[src/rtl/print_pkg.sv]
// Shared encodings for the number-to-text streamer: radix codes, ASCII constants,
// FSM states and the decimal digit-count helper.
package print_pkg;

  localparam logic [1:0] MODE_BIN = 2'd0;
  localparam logic [1:0] MODE_HEX = 2'd1;
  localparam logic [1:0] MODE_DEC = 2'd2;

  localparam logic [7:0] ZERO  = 8'h30;
  localparam logic [7:0] LET_A = 8'h41;
  localparam logic [7:0] LET_B = 8'h62;
  localparam logic [7:0] LET_X = 8'h78;
  localparam logic [7:0] CR    = 8'h0D;
  localparam logic [7:0] LF    = 8'h0A;

  typedef enum logic [2:0] {
    IDLE, CONVERT, PREFIX0, PREFIX1, DIGITS, TERM_CR, TERM_LF, FINISH
  } state_e;

  // 1233/4096 approximates log10(2); yields the decimal digits of 2^width-1.
  function automatic int dec_digits(input int width);
    return ((width * 1233) >> 12) + 1;
  endfunction

endpackage

[src/rtl/bcd_double_dabble.sv]
// Iterative binary-to-BCD converter: one shift-add-3 step per cycle, WIDTH steps.
// The first step is folded into the load cycle, so the result is ready WIDTH cycles later.
module bcd_double_dabble #(
  parameter int WIDTH  = 32,
  parameter int DIGITS = 10
) (
  input  logic                  clk,
  input  logic                  rst,
  input  logic                  load,
  input  logic [WIDTH-1:0]      bin_in,
  output logic                  busy,
  output logic [4*DIGITS-1:0]   bcd_out
);

  localparam int CNT_W = $clog2(WIDTH + 1);

  logic [WIDTH-1:0]    shift_q;
  logic [4*DIGITS-1:0] bcd_q;
  logic [4*DIGITS-1:0] adj;
  logic [CNT_W-1:0]    cnt_q;
  logic                busy_q;

  function automatic logic [4*DIGITS-1:0] add3(input logic [4*DIGITS-1:0] b);
    logic [4*DIGITS-1:0] r;
    r = b;
    for (int k = 0; k < DIGITS; k++) begin
      if (r[4*k +: 4] >= 4'd5) r[4*k +: 4] = r[4*k +: 4] + 4'd3;
    end
    return r;
  endfunction

  assign adj = add3(bcd_q);

  always_ff @(posedge clk) begin
    if (rst) begin
      busy_q <= 1'b0;
    end else if (load) begin
      // BCD starts at zero, so no correction is needed before the first shift.
      shift_q <= bin_in << 1;
      bcd_q   <= {{(4*DIGITS-1){1'b0}}, bin_in[WIDTH-1]};
      cnt_q   <= CNT_W'(WIDTH - 1);
      busy_q  <= (WIDTH > 1);
    end else if (busy_q) begin
      {bcd_q, shift_q} <= {adj, shift_q} << 1;
      cnt_q            <= cnt_q - 1'b1;
      if (cnt_q == CNT_W'(1)) busy_q <= 1'b0;
    end
  end

  assign busy    = busy_q;
  assign bcd_out = bcd_q;

endmodule

[src/rtl/ascii_num_streamer.sv]
// Latches a number on start and streams its bin/hex/dec ASCII text one character
// per valid/ready handshake, with optional radix prefix, zero suppression and CR/LF.
module ascii_num_streamer
  import print_pkg::*;
#(
  parameter int WIDTH       = 32,
  parameter int LZ_SUPPRESS = 0,
  parameter int PREFIX_EN   = 1,
  parameter int TERM_EN     = 1
) (
  input  logic             clk,
  input  logic             rst,
  input  logic             start,
  input  logic [1:0]       mode,
  input  logic [WIDTH-1:0] number_in,
  output logic             busy,
  output logic [7:0]       char_out,
  output logic             char_valid,
  input  logic             char_ready,
  output logic             done
);

  localparam int HEX_DIGITS = (WIDTH + 3) / 4;
  localparam int DEC_DIGITS = dec_digits(WIDTH);
  localparam int IDX_W      = (WIDTH > 1) ? $clog2(WIDTH) : 1;

  state_e                  state_q;
  logic [1:0]              mode_q;
  logic [WIDTH-1:0]        num_q;
  logic [IDX_W-1:0]        idx_q;
  logic [7:0]              char_q;
  logic                    valid_q;
  logic                    busy_q;
  logic                    done_q;
  logic                    dd_load;
  logic                    dd_busy;
  logic [4*DEC_DIGITS-1:0] bcd;
  logic [3:0]              cur_digit;
  logic [3:0]              next_digit;
  logic [3:0]              first_idle;

  function automatic logic [IDX_W-1:0] last_idx(input logic [1:0] m);
    logic [IDX_W-1:0] r;
    case (m)
      MODE_BIN: r = IDX_W'(WIDTH - 1);
      MODE_DEC: r = IDX_W'(DEC_DIGITS - 1);
      default:  r = IDX_W'(HEX_DIGITS - 1);
    endcase
    return r;
  endfunction

  // Reserved mode 3 falls into the hex branch; a partial top nibble is zero-extended.
  function automatic logic [3:0] digit_of(input logic [1:0]              m,
                                          input logic [WIDTH-1:0]        v,
                                          input logic [4*DEC_DIGITS-1:0] b,
                                          input logic [IDX_W-1:0]        i);
    logic [WIDTH-1:0]        vs;
    logic [4*HEX_DIGITS-1:0] hx;
    logic [4*DEC_DIGITS-1:0] bs;
    logic [3:0]              d;
    vs            = v >> i;
    hx            = '0;
    hx[WIDTH-1:0] = v;
    hx            = hx >> {i, 2'b00};
    bs            = b >> {i, 2'b00};
    case (m)
      MODE_BIN: d = {3'b000, vs[0]};
      MODE_DEC: d = bs[3:0];
      default:  d = hx[3:0];
    endcase
    return d;
  endfunction

  function automatic logic [7:0] to_ascii(input logic [3:0] d);
    return (d < 4'd10) ? (ZERO + {4'h0, d}) : (LET_A + {4'h0, d} - 8'd10);
  endfunction

  assign dd_load    = (state_q == IDLE) && start && (mode == MODE_DEC);
  assign cur_digit  = digit_of(mode_q, num_q, bcd, idx_q);
  assign next_digit = digit_of(mode_q, num_q, bcd, idx_q - 1'b1);
  assign first_idle = digit_of(mode, number_in, bcd, last_idx(mode));

  bcd_double_dabble #(
    .WIDTH  (WIDTH),
    .DIGITS (DEC_DIGITS)
  ) u_dd (
    .clk     (clk),
    .rst     (rst),
    .load    (dd_load),
    .bin_in  (number_in),
    .busy    (dd_busy),
    .bcd_out (bcd)
  );

  always_ff @(posedge clk) begin
    if (rst) begin
      state_q <= IDLE;
      busy_q  <= 1'b0;
      valid_q <= 1'b0;
      char_q  <= 8'h00;
      done_q  <= 1'b0;
    end else begin
      done_q <= 1'b0;
      case (state_q)
        IDLE: if (start) begin
          mode_q <= mode;
          num_q  <= number_in;
          idx_q  <= last_idx(mode);
          busy_q <= 1'b1;
          if (mode == MODE_DEC) begin
            state_q <= CONVERT;
          end else if (PREFIX_EN != 0) begin
            state_q <= PREFIX0;
            valid_q <= 1'b1;
            char_q  <= ZERO;
          end else begin
            state_q <= DIGITS;
            valid_q <= (LZ_SUPPRESS == 0);
            char_q  <= to_ascii(first_idle);
          end
        end
        CONVERT: if (!dd_busy) begin
          state_q <= DIGITS;
          valid_q <= (LZ_SUPPRESS == 0);
          char_q  <= to_ascii(cur_digit);
        end
        PREFIX0: if (char_ready) begin
          state_q <= PREFIX1;
          char_q  <= (mode_q == MODE_BIN) ? LET_B : LET_X;
        end
        PREFIX1: if (char_ready) begin
          state_q <= DIGITS;
          valid_q <= (LZ_SUPPRESS == 0);
          char_q  <= to_ascii(cur_digit);
        end
        DIGITS: begin
          // valid low here only while leading zeros are still being skipped
          if (!valid_q) begin
            if ((cur_digit == 4'd0) && (idx_q != '0)) begin
              idx_q <= idx_q - 1'b1;
            end else begin
              valid_q <= 1'b1;
              char_q  <= to_ascii(cur_digit);
            end
          end else if (char_ready) begin
            if (idx_q == '0) begin
              if (TERM_EN != 0) begin
                state_q <= TERM_CR;
                char_q  <= CR;
              end else begin
                state_q <= FINISH;
                valid_q <= 1'b0;
                busy_q  <= 1'b0;
                done_q  <= 1'b1;
              end
            end else begin
              idx_q  <= idx_q - 1'b1;
              char_q <= to_ascii(next_digit);
            end
          end
        end
        TERM_CR: if (char_ready) begin
          state_q <= TERM_LF;
          char_q  <= LF;
        end
        TERM_LF: if (char_ready) begin
          state_q <= FINISH;
          valid_q <= 1'b0;
          busy_q  <= 1'b0;
          done_q  <= 1'b1;
        end
        FINISH:  state_q <= IDLE;
        default: state_q <= IDLE;
      endcase
    end
  end

  assign busy       = busy_q;
  assign char_out   = char_q;
  assign char_valid = valid_q;
  assign done       = done_q;

endmodule

[config.mk]
export PLATFORM = sky130hd
export DESIGN_NAME = ascii_num_streamer
export DESIGN_NICKNAME = d
export VERILOG_FILES = /design/src/rtl/print_pkg.sv /design/src/rtl/bcd_double_dabble.sv /design/src/rtl/ascii_num_streamer.sv
export SDC_FILE = /design/constraint.sdc
export NUM_CORES = 1
export LEC_CHECK = 0
export ABC_AREA = 1
export CAP_MARGIN = 15
export CORE_MARGIN = 4
export CORE_UTILIZATION = 40
export CTS_CLUSTER_SIZE = 30
export DETAILED_ROUTE_END_ITERATION = 8
export PLACE_DENSITY_LB_ADDON = 0.12
export SKIP_CTS_REPAIR_TIMING = 1
export SLEW_MARGIN = 10
export SYNTH_ARGS = -nofsm -noshare
export SYNTH_HDL_FRONTEND = slang
export SYNTH_SLANG_ARGS = --single-unit
[constraint.sdc]
create_clock -name clk -period 7.5 [get_ports clk]
set_input_delay 1.5 -clock clk [delete_from_list [all_inputs] [get_ports clk]]
set_output_delay 1.5 -clock clk [all_outputs]
set_load 0.01 [all_outputs]
Word-level counts from Yosys, hierarchy flattened
Cells that the tools add are included.
W data, S select, Z words.
Storage, ports and cells
  register bits: 131
  input bits: 38
  output and inout port bits: 11
  word-level logic and storage cells: 160
Cells by class
  add/sub/neg operators: 18
  $lt $le $gt $ge: 12
  equal/unequal tests: 24
  shift-type cells: 6
  multiplexer cells: 63
  bitwise gates (word level): 2
  reduce and logical (&&, ||, !) cells: 22
Operators with widths (number)
  $mux W8: 12
  $shr A40 B7 Y4: 2
  $mux W32: 2
  $shr A32 B5 Y1: 2
  $shr A32 B7 Y4: 2
  $pmux W8 S6: 1
  $ge A4 B3 Y1 const B: 10
  $mux W40: 1
  $add A4 B2 Y4 const B: 9
  $mux W4: 9
  $mux W3: 10
  $mux W5: 6
  $pmux W3 S8: 1
  $ne A2 B2 Y1 const B: 10
  $pmux W5 S2: 2
  $reduce_and A9 Y1: 2
  $add A7 B4 Y8 const A: 2
  $pmux W4 S2: 2
  $sub A8 B4 Y8 const B: 2
  $add A6 B4 Y7 const A: 2
  $mux W1: 13
  $eq A3 B3 Y1 const B: 4
  $ne A3 B3 Y1 const B: 4
  $reduce_and A6 Y1: 2
  24 further kinds: 35

Logic depth before layout (Yosys ltp)
Gate-level depths: netlist of run 1.
  word-level depth: 10
  gate-level depth with buffers: 23
  gate-level depth less buffers: 20

Modules after synthesis
From an unflattened synthesis of run 1, not the netlist that was laid out.
Unflattened totals
  cell total of the unflattened synthesis: 1181
  area, all modules: 8698.3 sq um
Modules (own cells, without submodules)
  ascii_num_streamer: instances 1, cells an instance 683, area an instance 4441.8 sq um, seq. area each 1431.4 sq um
  bcd_double_dabble: instances 1, cells an instance 498, area an instance 4256.6 sq um, seq. area each 2332.2 sq um

Worst setup path after synthesis of run 1
OpenSTA, ideal clock, no wires.
  path type: input-to-reg
  from: in mode[0]
  to: reg u_dd.bcd_q[0] (netlist: u_dd.bcd_out[0]), enable pin
  setup time: 0.540 ns
  arrival time: 5.906 ns
  data required time: 6.960 ns
  setup slack: 1.054 ns
  cell stages on the path: 6
  path buffers: 1
  cells stage by stage: inv_1 -> nand2_1 -> nor2_2 -> inv_1 -> clkbuf_1 -> a21oi_1
Between the ends
  cells in the longest elaborated chain, start to end: 4
RTL lines
  from (decl): RTL line ascii_num_streamer.sv:14  | input logic [1:0] mode,
  $eq A2 B2 Y1
  $logic_and A1 B1 Y1: RTL line ascii_num_streamer.sv:78  | assign dd_load = (state_q == IDLE) && start && (mode == MODE_DEC);
  $reduce_bool A2 Y1 (no line)
  $reduce_and A2 Y1 (no line)
  to (signal assigned): RTL line bcd_double_dabble.sv:40  | bcd_q <= {{(4*DIGITS-1){1'b0}}, bin_in[WIDTH-1]};
  to (signal assigned): RTL line bcd_double_dabble.sv:44  | {bcd_q, shift_q} <= {adj, shift_q} << 1;
  to (decl): RTL line bcd_double_dabble.sv:18  | logic [4*DIGITS-1:0] bcd_q;
Every way passes these cells.
A chain may end at the register's enable or synchronous reset.

Worst setup path in the final report of run 1
  from: reg idx_q[1]
  to: reg char_q[0] (netlist: char_out[0])
Between the ends
  cells in the longest elaborated chain, start to end: 10
  elaborated cells between the ends (all ways): 32
  those cells by class: 7 x add/sub; 2 x order compare; 1 x eq/ne; 6 x shift; 11 x mux; 5 x reduce/logical
RTL lines
  from (decl): RTL line ascii_num_streamer.sv:30  | logic [IDX_W-1:0] idx_q;
  from (signal assigned): RTL line ascii_num_streamer.sv:108  | idx_q <= last_idx(mode);
  from (signal assigned): RTL line ascii_num_streamer.sv:140  | idx_q <= idx_q - 1'b1;
  from (signal assigned): RTL line ascii_num_streamer.sv:157  | idx_q <= idx_q - 1'b1;
  $sub A5 B1 Y5: RTL line ascii_num_streamer.sv:80  | assign next_digit = digit_of(mode_q, num_q, bcd, idx_q - 1'b1);
  $shr A40 B7 Y4, or another cell as far along: RTL line ascii_num_streamer.sv:65  | bs = b >> {i, 2'b00};
  $pmux W4 S2: RTL line ascii_num_streamer.sv:66  | case (m)
  $add A7 B4 Y8: RTL line ascii_num_streamer.sv:75  | return (d < 4'd10) ? (ZERO + {4'h0, d}) : (LET_A + {4'h0, d} - 8'd10);
  $sub A8 B4 Y8: RTL line ascii_num_streamer.sv:75
  $mux W8: RTL line ascii_num_streamer.sv:75
  $mux W8: RTL line ascii_num_streamer.sv:146  | if (idx_q == '0) begin
  $mux W8: RTL line ascii_num_streamer.sv:145  | end else if (char_ready) begin
  $mux W8: RTL line ascii_num_streamer.sv:138  | if (!valid_q) begin
  $pmux W8 S6: RTL line ascii_num_streamer.sv:104  | case (state_q)
  to (signal assigned): RTL line ascii_num_streamer.sv:134  | char_q <= to_ascii(cur_digit);
  to (signal assigned): RTL line ascii_num_streamer.sv:143  | char_q <= to_ascii(cur_digit);
  to (signal assigned): RTL line ascii_num_streamer.sv:158  | char_q <= to_ascii(next_digit);
  to (decl): RTL line ascii_num_streamer.sv:31  | logic [7:0] char_q;
Parallel ways exist; a longest one is shown, timed or not. The select of a mux whose other input is x is not followed.

==> summary.md, run 1 <==
| Metric | Value |
|---|---|
| GR Overflow Total | `0` |
| CTS tree | `done` |
| Worst path most repeated cell | `nand2_1` |
| Sink Count | `130` |
| Post-layout minimum cycle time | `4.466 ns` |
| Vert. Die Dim | `152.2 um` |
| Syn_nets | `~1,100` |
| PortBufs | `47` |
| Leakage | `4.032 nW` |
| Fin. max-slew vios | `0` |
| Post-Synth XOR/XNOR Area | `~1.5%` |
| Capture point of the worst reg-to-reg path | `char_out[0]$_SDFFE_PP0P_` |
| Max Clock Freq | `approximately 220 MHz` |
| Root Buffer Master | `clkbuf_16` |
| Synth Area per Inst | `7.860 um2` |
| Crit path kind | `flip-flop to flip-flop` |
| Largest family of logic cells by synthesized area | `simple AND/OR/NAND/NOR gates` |
| FF+latch count, synth | `between 100 and 150` |
| CP arrival | `between 4 and 5 ns` |
| Family with the most delay on the worst path | `buffers and inverters` |
| Worst hold path startpoint | `char_out[1]$_SDFFE_PP0P_` |
| Row cnt | `between 50 and 60` |
| Via count | `approximately 7,300` |
| Post-synthesis simple-gate area fraction | `29.09%` |
| Antenna cell count | `0` |
| Clock transition at path regs | `about 0.060 ns` |
| Hold EP | `char_out[1]$_SDFFE_PP0P_` |
| CP Max Fanout | `21` |
| Final WS setup | `~3 ns` |
| Yosys synthesis warning count | `0` |
| IO Pins | `approximately 50` |
| PwrDens | `around 300 nW/um2` |
| Post-Route WL | `22,760 um` |
| Max-cap violations | `0` |
| Initial antenna violation count | `0` |
| HPWL Detailed | `~16,000 um` |
| Cts bufs inserted | `17` |
| Final nets | `about 1,100` |
| Worst Setup Start Kind | `flip-flop` |
| Core area | `between 20,000 and 25,000 um2` |
| Worst Clk Skew | `about 0.013 ns` |
| Final setup violation count | `0` |
| Worst VDD drop | `roughly 0.17 mV` |
| Pin count of the biggest net entering global routing | `78` |
| Reg-to-reg slack, setup | `just over 3 ns` |
| Seq/Total Area, Yosys | `45.26%` |
| Fin. Hold Viols | `0` |
| Starting Density | `about two fifths` |
| Crit-path slowest cell | `ha_1` |
| Design Power | `roughly 2.8 mW` |
| Hold depth | `2` |
| Worst-Margin Slew | `0.9588 ns` |
| Worst flop-to-flop path startpoint | `idx_q[1]$_DFFE_PP_` |
| Launch point of the worst path | `idx_q[1]$_DFFE_PP_` |
| Depth of the CTS H-tree | `4` |
| CP bufs+invs | `3` |
| Avg WL per Cell | `about 17 um` |
| Synth Area in Adders | `between 3 and 4%` |
| Most common cell after layout, fill and taps aside | `nand2_1` |
| Vias per inst | `5.352` |
| Status | `finished clean` |
| Dpl cells | `1,334` |
| Unique masters post-synth | `46` |
| Clk_lat worst skew | `0.43 ns` |
| Mux contribution to synthesized area | `0%` |
| 1st-iter DRT viols | `742` |
| Max transition margin | `around 36%` |
| Share of post-route cells with drive strength above 1 | `7.377%` |
| Compound-cell area share of the yosys netlist | `11.16%` |
| Slowest stage delay, CP | `approximately 0.88 ns` |
| CP cell instances | `inv_1 > ha_1 > clkinv_1 > nor2_4 > nand3_1 > a21oi_2 > nand2_1 > nand2_2 > nand2_2 > inv_2 > nand2_1 > nand3_1 > nand2_1 > o21ai_1 > nand2_1 > a21oi_2` |
| Final cell count without fillers | `~1,400` |
| Total GRT Usage | `between 10% and 20%` |
| Post-route setup TNS | `0 ns` |
| Most frequent cells in the layout | `288 x nand2_1, 175 x nand3_1, 119 x inv_1, 116 x edfxtp_1, 72 x o21ai_0` |
| Final ANT Viol Nets | `0` |
| Min Hold Slack | `between 0.4 and 0.5 ns` |
| Gate Count Post-Synth | `roughly 1,100` |
| Global-route wire length before repair | `between 30,000 and 40,000 um` |
| Final period util | `59.55%` |
| Die Area | `23,160 um2` |
| Area delta synth->final | `14.69%` |
| Global placer's final weighted congestion | `just over 0.9` |
| CP required | `between 7 and 8 ns` |
| DP Worst Slack | `3.077 ns` |
| Vias in the first global route | `6,710` |
| Post-Syn Area | `8315 um2` |
| Reg2Reg Depth | `16` |
| Die extent in x | `about 150 um` |
| Remaining DRCs | `0` |
| Pre-antenna DRT Iters | `7` |
| Critical path capture point type | `flip-flop` |
| CTS Buffer Depth | `2` |
| Worst Hold Class | `flip-flop to flip-flop` |
| RSZ-0062 raised after global routing | `no` |
-- how the worst max path moves through the flow --
stage	to	slack (ns)	cells past startpoint
after CTS	char_out[0]$_SDFFE_PP0P_	3.11	16
after floorplan	u_dd.bcd_out[0]$_DFFE_PP_	1.05	6
after detailed placement	u_dd.bcd_out[25]$_SDFFCE_PP0P_	3.08	7
after global placement	u_dd.bcd_out[23]$_SDFFCE_PP0P_	3.11	7
final	char_out[0]$_SDFFE_PP0P_	3.03	16
after global routing	char_out[0]$_SDFFE_PP0P_	2.71	17
-- sequential cells by signal (all words and copies together), names as in the netlist --
register      flops
idx_q             5
state_q           3
u_dd.cnt_q        6
u_dd.bcd_out     40
mode_q            2
done              1
u_dd.busy         1
num_q            32
char_valid        1
busy              1
u_dd.shift_q     31
char_out          7
-- worst register-to-register path: cells and delay by family, from the launching register on --
| family | cells | cell delay, ns |
|---|---|---|
| fa+ha+maj | 1 | 0.88 |
| compound gates | 3 | 0.31 |
| simple gates | 9 | 1.04 |
| buf+inv | 3 | 1.33 |
| flops | 1 | 0.84 |
-- cells in the mapped netlist, drive strengths merged --
cell type	n	area [um2]
nor3	9	45.04
clkinv	1	3.750
edfxtp	116	3483
inv	133	504.2
a221oi	1	8.760
dfxtp	14	280.3
nor3b	6	45.04
nand3b	2	15.01
o21ai	73	365.4
a21boi	1	7.510
xor2	11	103.9
ha	26	325.3
buf	32	193.9
nand2	297	1147
a31oi	4	31.28
a21oi	64	335.3
o22ai	3	18.77
o211ai	4	35.03
nand4	7	50.05
a211oi	11	82.58
and2	1	6.260
nor2	41	191.4
conb	1	3.750
xnor2	2	17.52
clkbuf	14	52.55
o21a	1	7.510
a2111oi	4	36.29
nor4	1	12.51
nand3	178	905.9
-- kinds of logic after synthesis --
group,Yosys count
xor gates and xnor gates,13
AOI/OAI and AO/OA,166
DFF,130
other,1
adders and majority gates,26
buffers and inverters,180
and+or+nand+nor,542
-- layout make-up --
class                           count  area (um2)
Clock buffer                       17       425.4
Clock inverter                     15       138.9
Fill cell                        2049       10830
Inverter                          134       508.0
Multi-Input combinational cell    748        3822
Sequential cell                   130        3764
Tap cell                          270       337.8
Timing Repair Buffer               54       540.5
-- stage by stage --
step	util [%]	instance area [um2]
detailed placement	43.96	8952
global placement	43.96	8952
floorplan	-	8315
finish	46.83	9537
CTS	46.73	9517
global route	46.83	9537
-- routing by layer --
| metal | GRT usage, % | part of all wire [%] | vias up |
|---|---|---|---|
| met5 | 0 | 0 | - |
| li1 | - | - | 3618 |
| met1 | 28.03 | 47 | 3385 |
| met3 | 4.175 | 7.0 | 35 |
| met4 | 5.437 | 1.9 | 0 |
| met2 | 30.04 | 45 | 284 |
-- where the power goes --
group | total (mW) | internal (mW) | switching (mW)
Combinational | 0.961 | 0.318 | 0.643
Sequential | 1.02 | 0.918 | 0.0974
Clock | 0.806 | 0.438 | 0.368
Note: power is estimated with default switching activity, not from simulation.
==> inputs of run 2 (changes only) <==
==> constraint.sdc (replaced) <==
create_clock -name clk -period 4.2 [get_ports clk]
set_input_delay 0.84 -clock clk [delete_from_list [all_inputs] [get_ports clk]]
set_output_delay 0.84 -clock clk [all_outputs]
set_load 0.01 [all_outputs]
==> summary.md, run 2 (synthesized netlist as in run 1, its figures left out) <==
| Metric | Value |
|---|---|
| Fin. Hold Viols | `0` |
| Fin. max-slew vios | `0` |
| Pre-antenna DRT Iters | `5` |
| Remaining DRCs | `0` |
| Worst Setup Start Kind | `flip-flop` |
| Min Hold Slack | `0.4675 ns` |
| HPWL Detailed | `about 16,000 um` |
| Post-Route Utilization | `~47%` |
| Final setup violation count | `0` |
| Vert. Die Dim | `roughly 150 um` |
| Sink Count | `130` |
| Core area | `around 20,000 um2` |
| Max transition margin | `about 50%` |
| CP Max Fanout | `30` |
| Root Buffer Master | `clkbuf_16` |
| Post-layout minimum cycle time | `3.339 ns` |
| Hold depth | `2` |
| Post-route setup TNS | `0 ns` |
| Total GRT Usage | `between 15 and 20%` |
| Area after DPL | `between 8000 and 9000 um2` |
| CP required | `4.34 ns` |
| Crit path kind | `flip-flop to flip-flop` |
| Leakage | `just over 4 nW` |
| Depth of the CTS H-tree | `4` |
| Via count | `around 7,200` |
| Clock transition at path regs | `about 0.07 ns` |
| Die extent in x | `152.2 um` |
| Share of post-route cells with drive strength above 1 | `under 10%` |
| Vias in the first global route | `6,837` |
| Most frequent cells in the layout | `288 x nand2_1, 175 x nand3_1, 119 x inv_1, 116 x edfxtp_1, 72 x o21ai_0` |
| Max reg flops | `40` |
| Area delta synth->final | `15.23%` |
| Final nets | `between 1,000 and 1,500` |
| Global placer's final weighted congestion | `about 0.93` |
| Row cnt | `52` |
| CTS tree | `done` |
| Most common cell after layout, fill and taps aside | `nand2_1` |
| Max Clock Freq | `~300 MHz` |
| Starting Density | `40.83%` |
| Reg2Reg Depth | `16` |
| Worst Hold Class | `flip-flop to flip-flop` |
| Worst VDD drop | `0.3063 mV` |
| 1st-iter DRT viols | `approximately 700` |
| GR Overflow Total | `0` |
| Final ANT Viol Nets | `0` |
| Status | `finished clean` |
| Worst-Margin Slew | `approximately 0.74 ns` |
| Vias per inst | `around 5.2` |
| Final period util | `roughly four fifths` |
| Initial antenna violation count | `0` |
| Layout Cell Area excl Fill | `between 9000 and 10,000 um2` |
| Pin count of the biggest net entering global routing | `77` |
| CTS Buffer Depth | `2` |
| Worst Clk Skew | `0.02011 ns` |
| Clk_lat worst skew | `0.43 ns` |
| Post-Route WL | `between 20,000 and 25,000 um` |
| RSZ-0062 raised after global routing | `no` |
| PwrDens | `524.5 nW/um2` |
| Critical path capture point type | `flip-flop` |
| Global-route wire length before repair | `roughly 36,000 um` |
| CP arrival | `3.48 ns` |
| Antenna cell count | `0` |
| Max-cap violations | `0` |
| Design Power | `between 5 and 6 mW` |
| Avg WL per Cell | `roughly 16 um` |
| Die Area | `approximately 23,000 um2` |
| PortBufs | `47` |
| Cts bufs inserted | `17` |
| FILL cells | `2,036` |
| IO Pins | `a little under 50` |
==> run 2: final cells by class <==
cell class | instances | area, um2 | area share (%)
Timing Repair Buffer | 60 | 568.0 | 5.928
Clock buffer | 18 | 439.2 | 4.583
Tap cell | 270 | 337.8 | 3.526
Clock inverter | 14 | 142.6 | 1.489
Multi-Input combinational cell | 748 | 3822 | 39.89
Sequential cell | 130 | 3764 | 39.28
Inverter | 134 | 508.0 | 5.302
==> run 2: worst paths after layout <==
path,from,to,slack (ns)
worst max-delay path,mode_q[1]$_DFFE_PP_,idx_q[1]$_DFFE_PP_,0.86
worst min-delay path,char_out[1]$_SDFFE_PP0P_,char_out[1]$_SDFFE_PP0P_,0.47
worst max register to register,mode_q[1]$_DFFE_PP_,idx_q[1]$_DFFE_PP_,0.86
worst min register to register,char_out[1]$_SDFFE_PP0P_,char_out[1]$_SDFFE_PP0P_,0.47
==> run 2: critical path: stages (launching register included) <==
cell and delay (ns):
edfxtp_1 0.60, inv_2 0.08, nor2_4 0.53, nand2_1 0.19, a31oi_1 0.18, nand2_1 0.07
nand2_1 0.05, nand2_1 0.04, nand3_1 0.08, nand2_1 0.09, inv_1 0.11, ha_1 0.15
inv_1 0.04, nor2_1 0.16, nand3_1 0.10, a2111oi_1 0.34, buf_4 0.21
==> run 2: where the power goes <==
part / total, mW / internal [mW] / switching, mW
clock network: 1.48 / 0.848 / 0.634
registers: 1.79 / 1.64 / 0.150
logic: 1.75 / 0.590 / 1.16
==> run 2: per-layer routing <==
layer / share of wire (%) / up-vias / global-route usage, %
met3: 4.4 / 38 / 3.266
met4: 2.8 / 0 / 7.748
met5: 0 / - / 0
met2: 44 / 185 / 28.66
li1: - / 3629 / -
met1: 49 / 3302 / 27.78
==> run 2: per-stage QoR <==
stage / worst slack [ns] / instances
finish: 0.8607 / 1374
floorplan: 0.9028 / 1058
detailed placement: 0.8898 / 1342
global placement: 0.9937 / 1342
global route: 0.4609 / 1374
CTS: 0.8615 / 1374
